### src/rtl/uart_hex_tx_pkg.sv
// Shared constants, state encoding and hex helper
// for the hex-frame UART transmitter.
package uart_hex_tx_pkg;

  localparam logic [7:0] ASCII_CR = 8'h0D;
  localparam logic [7:0] ASCII_LF = 8'h0A;

  // 10 MHz / 115,200 baud, rounded
  localparam int BAUD_115200_AT_10MHZ = 87;

  typedef enum logic [1:0] {
    IDLE,
    START_BIT,
    DATA_BITS,
    STOP_BIT
  } tx_state_e;

  function automatic logic [7:0] hex_ascii(
    input logic [3:0] n
  );
    if (n < 4'd10) return 8'h30 + {4'h0, n};
    else           return 8'h37 + {4'h0, n};
  endfunction

endpackage

### src/rtl/uart_byte_tx.sv
// 8N1 byte serializer with req/ready handshake;
// owns the baud counter and the bit-level FSM.
module uart_byte_tx
  import uart_hex_tx_pkg::*;
#(
  parameter int CLK_CYCLES = BAUD_115200_AT_10MHZ
) (
  input  logic       clk,
  input  logic       rst,
  input  logic       req,
  input  logic [7:0] data,
  output logic       ready,
  output logic       tx
);

  localparam int CW =
    (CLK_CYCLES > 1) ? $clog2(CLK_CYCLES) : 1;
  localparam logic [CW-1:0] CNT_LAST =
    CW'(CLK_CYCLES - 1);

  tx_state_e      state, state_n;
  logic [CW-1:0]  cnt, cnt_n;
  logic [2:0]     bit_idx, bit_n;
  logic [7:0]     sh, sh_n;
  logic           tx_q, tx_n;
  logic           last;

  assign last = (cnt == CNT_LAST);
  assign tx   = tx_q;

  // State, counters and the registered line level
  always_ff @(posedge clk) begin
    if (rst) begin
      state   <= IDLE;
      cnt     <= '0;
      bit_idx <= '0;
      sh      <= '0;
      tx_q    <= 1'b1;
    end else begin
      state   <= state_n;
      cnt     <= cnt_n;
      bit_idx <= bit_n;
      sh      <= sh_n;
      tx_q    <= tx_n;
    end
  end

  // Next state; ready only when a new byte can
  // start on the very next cycle
  always_comb begin
    state_n = state;
    cnt_n   = cnt;
    bit_n   = bit_idx;
    sh_n    = sh;
    tx_n    = tx_q;
    ready   = 1'b0;
    unique case (state)
      IDLE: begin
        ready = 1'b1;
        cnt_n = '0;
        bit_n = '0;
        if (req) begin
          state_n = START_BIT;
          sh_n    = data;
          tx_n    = 1'b0;
        end
      end
      START_BIT: begin
        cnt_n = cnt + CW'(1);
        if (last) begin
          cnt_n   = '0;
          state_n = DATA_BITS;
          tx_n    = sh[0];
        end
      end
      DATA_BITS: begin
        cnt_n = cnt + CW'(1);
        if (last) begin
          cnt_n = '0;
          if (bit_idx == 3'd7) begin
            bit_n   = '0;
            state_n = STOP_BIT;
            tx_n    = 1'b1;
          end else begin
            bit_n = bit_idx + 3'd1;
            sh_n  = sh >> 1;
            tx_n  = sh[1];
          end
        end
      end
      STOP_BIT: begin
        cnt_n = cnt + CW'(1);
        if (last) begin
          cnt_n = '0;
          ready = 1'b1;
          if (req) begin
            state_n = START_BIT;
            sh_n    = data;
            tx_n    = 1'b0;
          end else begin
            state_n = IDLE;
            tx_n    = 1'b1;
          end
        end
      end
      default: begin
        state_n = IDLE;
        tx_n    = 1'b1;
      end
    endcase
  end

endmodule

### src/rtl/uart_hex_tx.sv
// Sends a value as N uppercase hex digits plus
// CR LF over UART; owns the character sequencer.
module uart_hex_tx
  import uart_hex_tx_pkg::*;
#(
  parameter int CLK_CYCLES = BAUD_115200_AT_10MHZ,
  parameter int N          = 4
) (
  input  logic           clk,
  input  logic           rst,
  input  logic [4*N-1:0] value,
  input  logic           start,
  output logic           busy,
  output logic           done,
  output logic           uart_tx
);

  localparam int NCH = N + 2;
  localparam int IW  = $clog2(NCH);
  localparam logic [IW-1:0] IDX_LAST = IW'(N + 1);

  logic [4*N-1:0] value_q;
  logic [IW-1:0]  char_idx;
  logic           active;
  logic           busy_q;
  logic           done_q;
  logic           start_acc;
  logic           last_char;
  logic           req;
  logic           ready;
  logic [7:0]     byte_data;

  function automatic logic [7:0] char_of(
    input logic [4*N-1:0] v,
    input logic [IW-1:0]  idx
  );
    logic [4*N-1:0] sh;
    sh = '0;
    if (int'(idx) < N) begin
      sh = v >> (4 * (N - 1 - int'(idx)));
      return hex_ascii(sh[3:0]);
    end else if (int'(idx) == N) begin
      return ASCII_CR;
    end else begin
      return ASCII_LF;
    end
  endfunction

  assign start_acc = start && !busy_q && !rst;
  assign last_char = (char_idx == IDX_LAST);
  assign busy      = busy_q;
  assign done      = done_q;

  // First character comes straight from value so
  // the start bit appears one cycle after start
  always_comb begin
    req       = start_acc || (active && !last_char);
    byte_data = start_acc
              ? char_of(value, '0)
              : char_of(value_q, char_idx + IW'(1));
  end

  // Character sequencer: latch, advance, finish
  always_ff @(posedge clk) begin
    if (rst) begin
      value_q  <= '0;
      char_idx <= '0;
      active   <= 1'b0;
      busy_q   <= 1'b0;
      done_q   <= 1'b0;
    end else begin
      done_q <= 1'b0;
      if (start_acc) begin
        value_q  <= value;
        char_idx <= '0;
        active   <= 1'b1;
        busy_q   <= 1'b1;
      end else begin
        if (done_q) busy_q <= 1'b0;
        if (active && ready) begin
          if (last_char) begin
            active   <= 1'b0;
            done_q   <= 1'b1;
            char_idx <= '0;
          end else begin
            char_idx <= char_idx + IW'(1);
          end
        end
      end
    end
  end

  uart_byte_tx #(
    .CLK_CYCLES(CLK_CYCLES)
  ) u_byte (
    .clk  (clk),
    .rst  (rst),
    .req  (req),
    .data (byte_data),
    .ready(ready),
    .tx   (uart_tx)
  );

endmodule

### config.mk
export PLATFORM = sky130hd
export DESIGN_NAME = uart_hex_tx
export DESIGN_NICKNAME = d
export VERILOG_FILES = /design/src/rtl/uart_hex_tx_pkg.sv /design/src/rtl/uart_byte_tx.sv /design/src/rtl/uart_hex_tx.sv
export SDC_FILE = /design/constraint.sdc
export NUM_CORES = 1
export LEC_CHECK = 0
export BUFFER_PORTS_ARGS = -buffer_cell sky130_fd_sc_hd__buf_2
export CAP_MARGIN = 25
export CORE_ASPECT_RATIO = 0.8
export CORE_MARGIN = 1
export CORE_UTILIZATION = 45
export CTS_CLUSTER_SIZE = 16
export DETAILED_ROUTE_END_ITERATION = 12
export PLACE_DENSITY = 0.7
export SKIP_CTS_REPAIR_TIMING = 1
export SYNTH_ARGS = -nofsm -noshare
export SYNTH_HDL_FRONTEND = slang
export SYNTH_SLANG_ARGS = --single-unit
### constraint.sdc
create_clock -name clk -period 2.2 [get_ports clk]
set_input_delay 0.44 -clock clk [delete_from_list [all_inputs] [get_ports clk]]
set_output_delay 0.44 -clock clk [all_outputs]
set_load 0.02 [all_outputs]
==> summary.txt <==
Status: completed
Finished Cell Area: 0.00256 mm2
Vias after detailed routing: 1790
Root Buffer: clkbuf_8
Synth Cell Area: 0.00224 mm2
Seq pwr share: 39.5%
CP required: 2400 ps
Nets: 290
Number of global-route vias before repair: 1753
Largest family of logic cells by synthesized area: compound AO/OA/AOI/OAI gates
CTS sink count: 42
CTS tree: yes
Worst-margin pin slew: 531 ps
Ys flop type: dfxtp_1
Hold Vio Cnt, Final: 0
Leakage power: 1.04 nW
Number of synthesized flops with an enable pin: 0
RR Endpoint: u_byte.state[0]$_SDFFE_PP0P_
CP startpoint: u_byte.state[0]$_SDFFE_PP0P_
P_int: 1.58 mW
Logic pwr share: 34.3%
Syn_nets: 261
Ys Warns: 0
Worst reg-to-reg setup slack: 120 ps
Area of the die: 0.00527 mm2
Die Ht: 65.1 um
Max VDD drop: 0.000466 V
Row count: 22
CP Launch Type: flip-flop
Mux cell area share after synthesis: 6.25%
Fraction of layout cells with a size suffix above 1: 23.3%
Pwr dens: 923 mW/mm2
H-tree depth: 2
Clock Power Share: 26.3%
Drt first pass iters: 4
Bufs on Longest Clock Path: 2
Number of antenna violations at the first check in global routing: 0
Asr flop ratio synth: 0%
Final Setup Violations: 0
Crit path time final: 2080 ps
Final antenna-violating net count: 0
Adder-cell share of the synthesized area: 7.26%
Register Area: 843 um2
Clock buffer count from CTS: 5
R2R depth: 6
All-Layer GR Usage: 19.9%
CP Capture Type: flip-flop
Cells after Synth: 229
Area grow syn2layout: 14.4%
Compound-gate portion of the synthesized area: 25.0%
PortBufs: 21
#FFs+latches synth: 42
Syn Area/Cell: 9.79 um2
R2r startpoint: u_byte.state[0]$_SDFFE_PP0P_
Largest net degree at the start of global routing: 17
Slew HR: 63.7%
Post-synthesis simple-gate area fraction: 14.0%
Setup_tns: 0 ps
DR iter-0 viols: 68
DPL Wire Length: 3400 um
Worst-path clk slew: 80 ps
Filler cells: 424
Grt ovf: 0
Number of max-cap violations: 0
NetSw: 783 uW
Min-delay worst type: in2reg
First-pass GRT wire length: 7960 um
Seq/Total Area, Yosys: 37.5%
Synth Area in XOR/XNOR: 3.52%
Critical Path AT: 2280 ps
Multi-input logic area: 0.00127 mm2
Fin crit share: 94.6%
Clock skew: 6.68 ps
Critical path class: reg2reg
Crit Path Max Fanout: 4
DRC viols: 0
Width of the die: 80.9 um
Max Slew Vio Count: 0
FMAX: 481 MHz
Capture point of the worst path: u_byte.state[0]$_SDFFE_PP0P_
Core ar.: 0.00468 mm2
Effective utilization at floorplan: 47.9%
Worst skew pair latency: 300 ps
Diodes inserted: 0
Via/cell ratio: 5.63
Switch share: 33.1%
Placed Area: 0.00242 mm2
Drt wl/cell: 14.4 um
Num ports: 22
GPL Wtd Cong: 0.921
Routed wire length: 4590 um
RSZ-0062 raised after global routing: no
Yosys cell types: 54
## per-layer routing
| metal | routed length, um | global-route usage (%) | up-vias |
|---|---|---|---|
| met5 | 0 | 0 | - |
| met4 | 55 | 7.81 | 0 |
| met3 | 259 | 5.69 | 5 |
| met2 | 1950 | 27.8 | 43 |
| met1 | 2330 | 28.5 | 842 |
| li1 | - | - | 900 |
## power by group through the flow
stage	Combinational, mW	Sequential [mW]	Clock [mW]
2_1_floorplan	0.637	0.941	0
3_3_place_gp	0.780	0.947	0
3_5_place_dp	0.791	0.946	0
4_1_cts	0.796	0.930	0.632
5_1_grt	0.898	0.947	0.661
6_report	0.812	0.934	0.622
## cells in the final DEF, fill, tap and decap left out, types with 6 or more instances in the layout
master    Yosys  final
clkbuf_8      2      6
o21ai_0       6      6
inv_1        16     16
buf_2         2     21
nor2_1       17     17
buf_4         0     11
dfxtp_1      42     40
a22o_1       14     14
ha_1         13     12
a21oi_1      15     15
nand2_1      15     15
## how the worst min path moves through the flow
stage,start,endpoint,depth (start not counted)
6_report,value[6],value_q[6]$_SDFFE_PP0P_,2
4_1_cts,value[10],value_q[10]$_SDFFE_PP0P_,2
3_3_place_gp,done$_SDFF_PP0_,busy$_SDFFE_PP0P_,1
3_5_place_dp,done$_SDFF_PP0_,busy$_SDFFE_PP0P_,1
5_1_grt,value[4],value_q[4]$_SDFFE_PP0P_,2
2_1_floorplan,value_q[12]$_SDFFE_PP0P_,value_q[12]$_SDFFE_PP0P_,2
## area by class of cell
| cell class | count | area share [%] |
|---|---|---|
| clock buffers | 6 | 3.22 |
| clock inverters | 1 | 1.17 |
| inverters | 16 | 2.34 |
| multi-input cells | 160 | 49.7 |
| flip-flops and latches | 42 | 32.9 |
| well taps | 60 | 2.93 |
| repair buffers | 33 | 7.76 |
## cells by family (layout without fill, tap and decap cells)
group / after synthesis / in the layout
buffers and inverters: 27 / 56
AO/OA/AOI/OAI: 73 / 73
multiplexers: 9 / 9
adder cells (fa/ha/maj): 13 / 13
AND/OR/NAND/NOR: 56 / 56
flip-flops: 42 / 42
XOR/XNOR: 9 / 9
## cell usage after synthesis, types with 3 or more instances
master | instances | area, um2
xor2_1 | 3 | 26.3
nand2_1 | 15 | 56.3
nand3_1 | 3 | 15.0
nor2_1 | 17 | 63.8
a22o_1 | 14 | 123
inv_1 | 16 | 60.1
dfxtp_1 | 42 | 841
clkbuf_1 | 4 | 15.0
a21oi_2 | 3 | 26.3
a21oi_1 | 15 | 75.1
o21ai_1 | 5 | 25.0
mux4_2 | 4 | 90.1
nor3_1 | 4 | 20.0
xnor2_1 | 6 | 52.6
ha_1 | 13 | 163
buf_6 | 3 | 33.8
a221oi_1 | 4 | 35.0
mux2i_1 | 5 | 50.1
nor2b_1 | 3 | 18.8
o21ai_0 | 6 | 30.0
## stage by stage
stage                     hold slack [ps]  setup WS, ps  power, mW  util (%)  std cells
after global routing                  343          25.8       2.51      54.8        318
after floorplan                       420          98.0       1.58         -        229
after global placement                427          94.5       1.73      51.8        311
after CTS                             350         0.932       2.36      54.2        318
after detailed placement              429          30.7       1.74      51.8        311
final                                 352           119       2.37      54.8        318
## critical path, cell delays in order, from the launching register on
cell and delay, ps:
dfxtp_1 400, inv_1 110, ha_1 260, or3_1 400
a222oi_1 410, o21ai_1 140, a221oi_1 250
## state kept, by name (all words and copies together) (netlist names)
signal,cells
u_byte.state,2
u_byte.cnt,7
active,1
done,1
char_idx,3
u_byte.bit_idx,3
busy,1
u_byte.sh,7
u_byte.tx,1
value_q,16
Power figures use the tool's default switching activity.
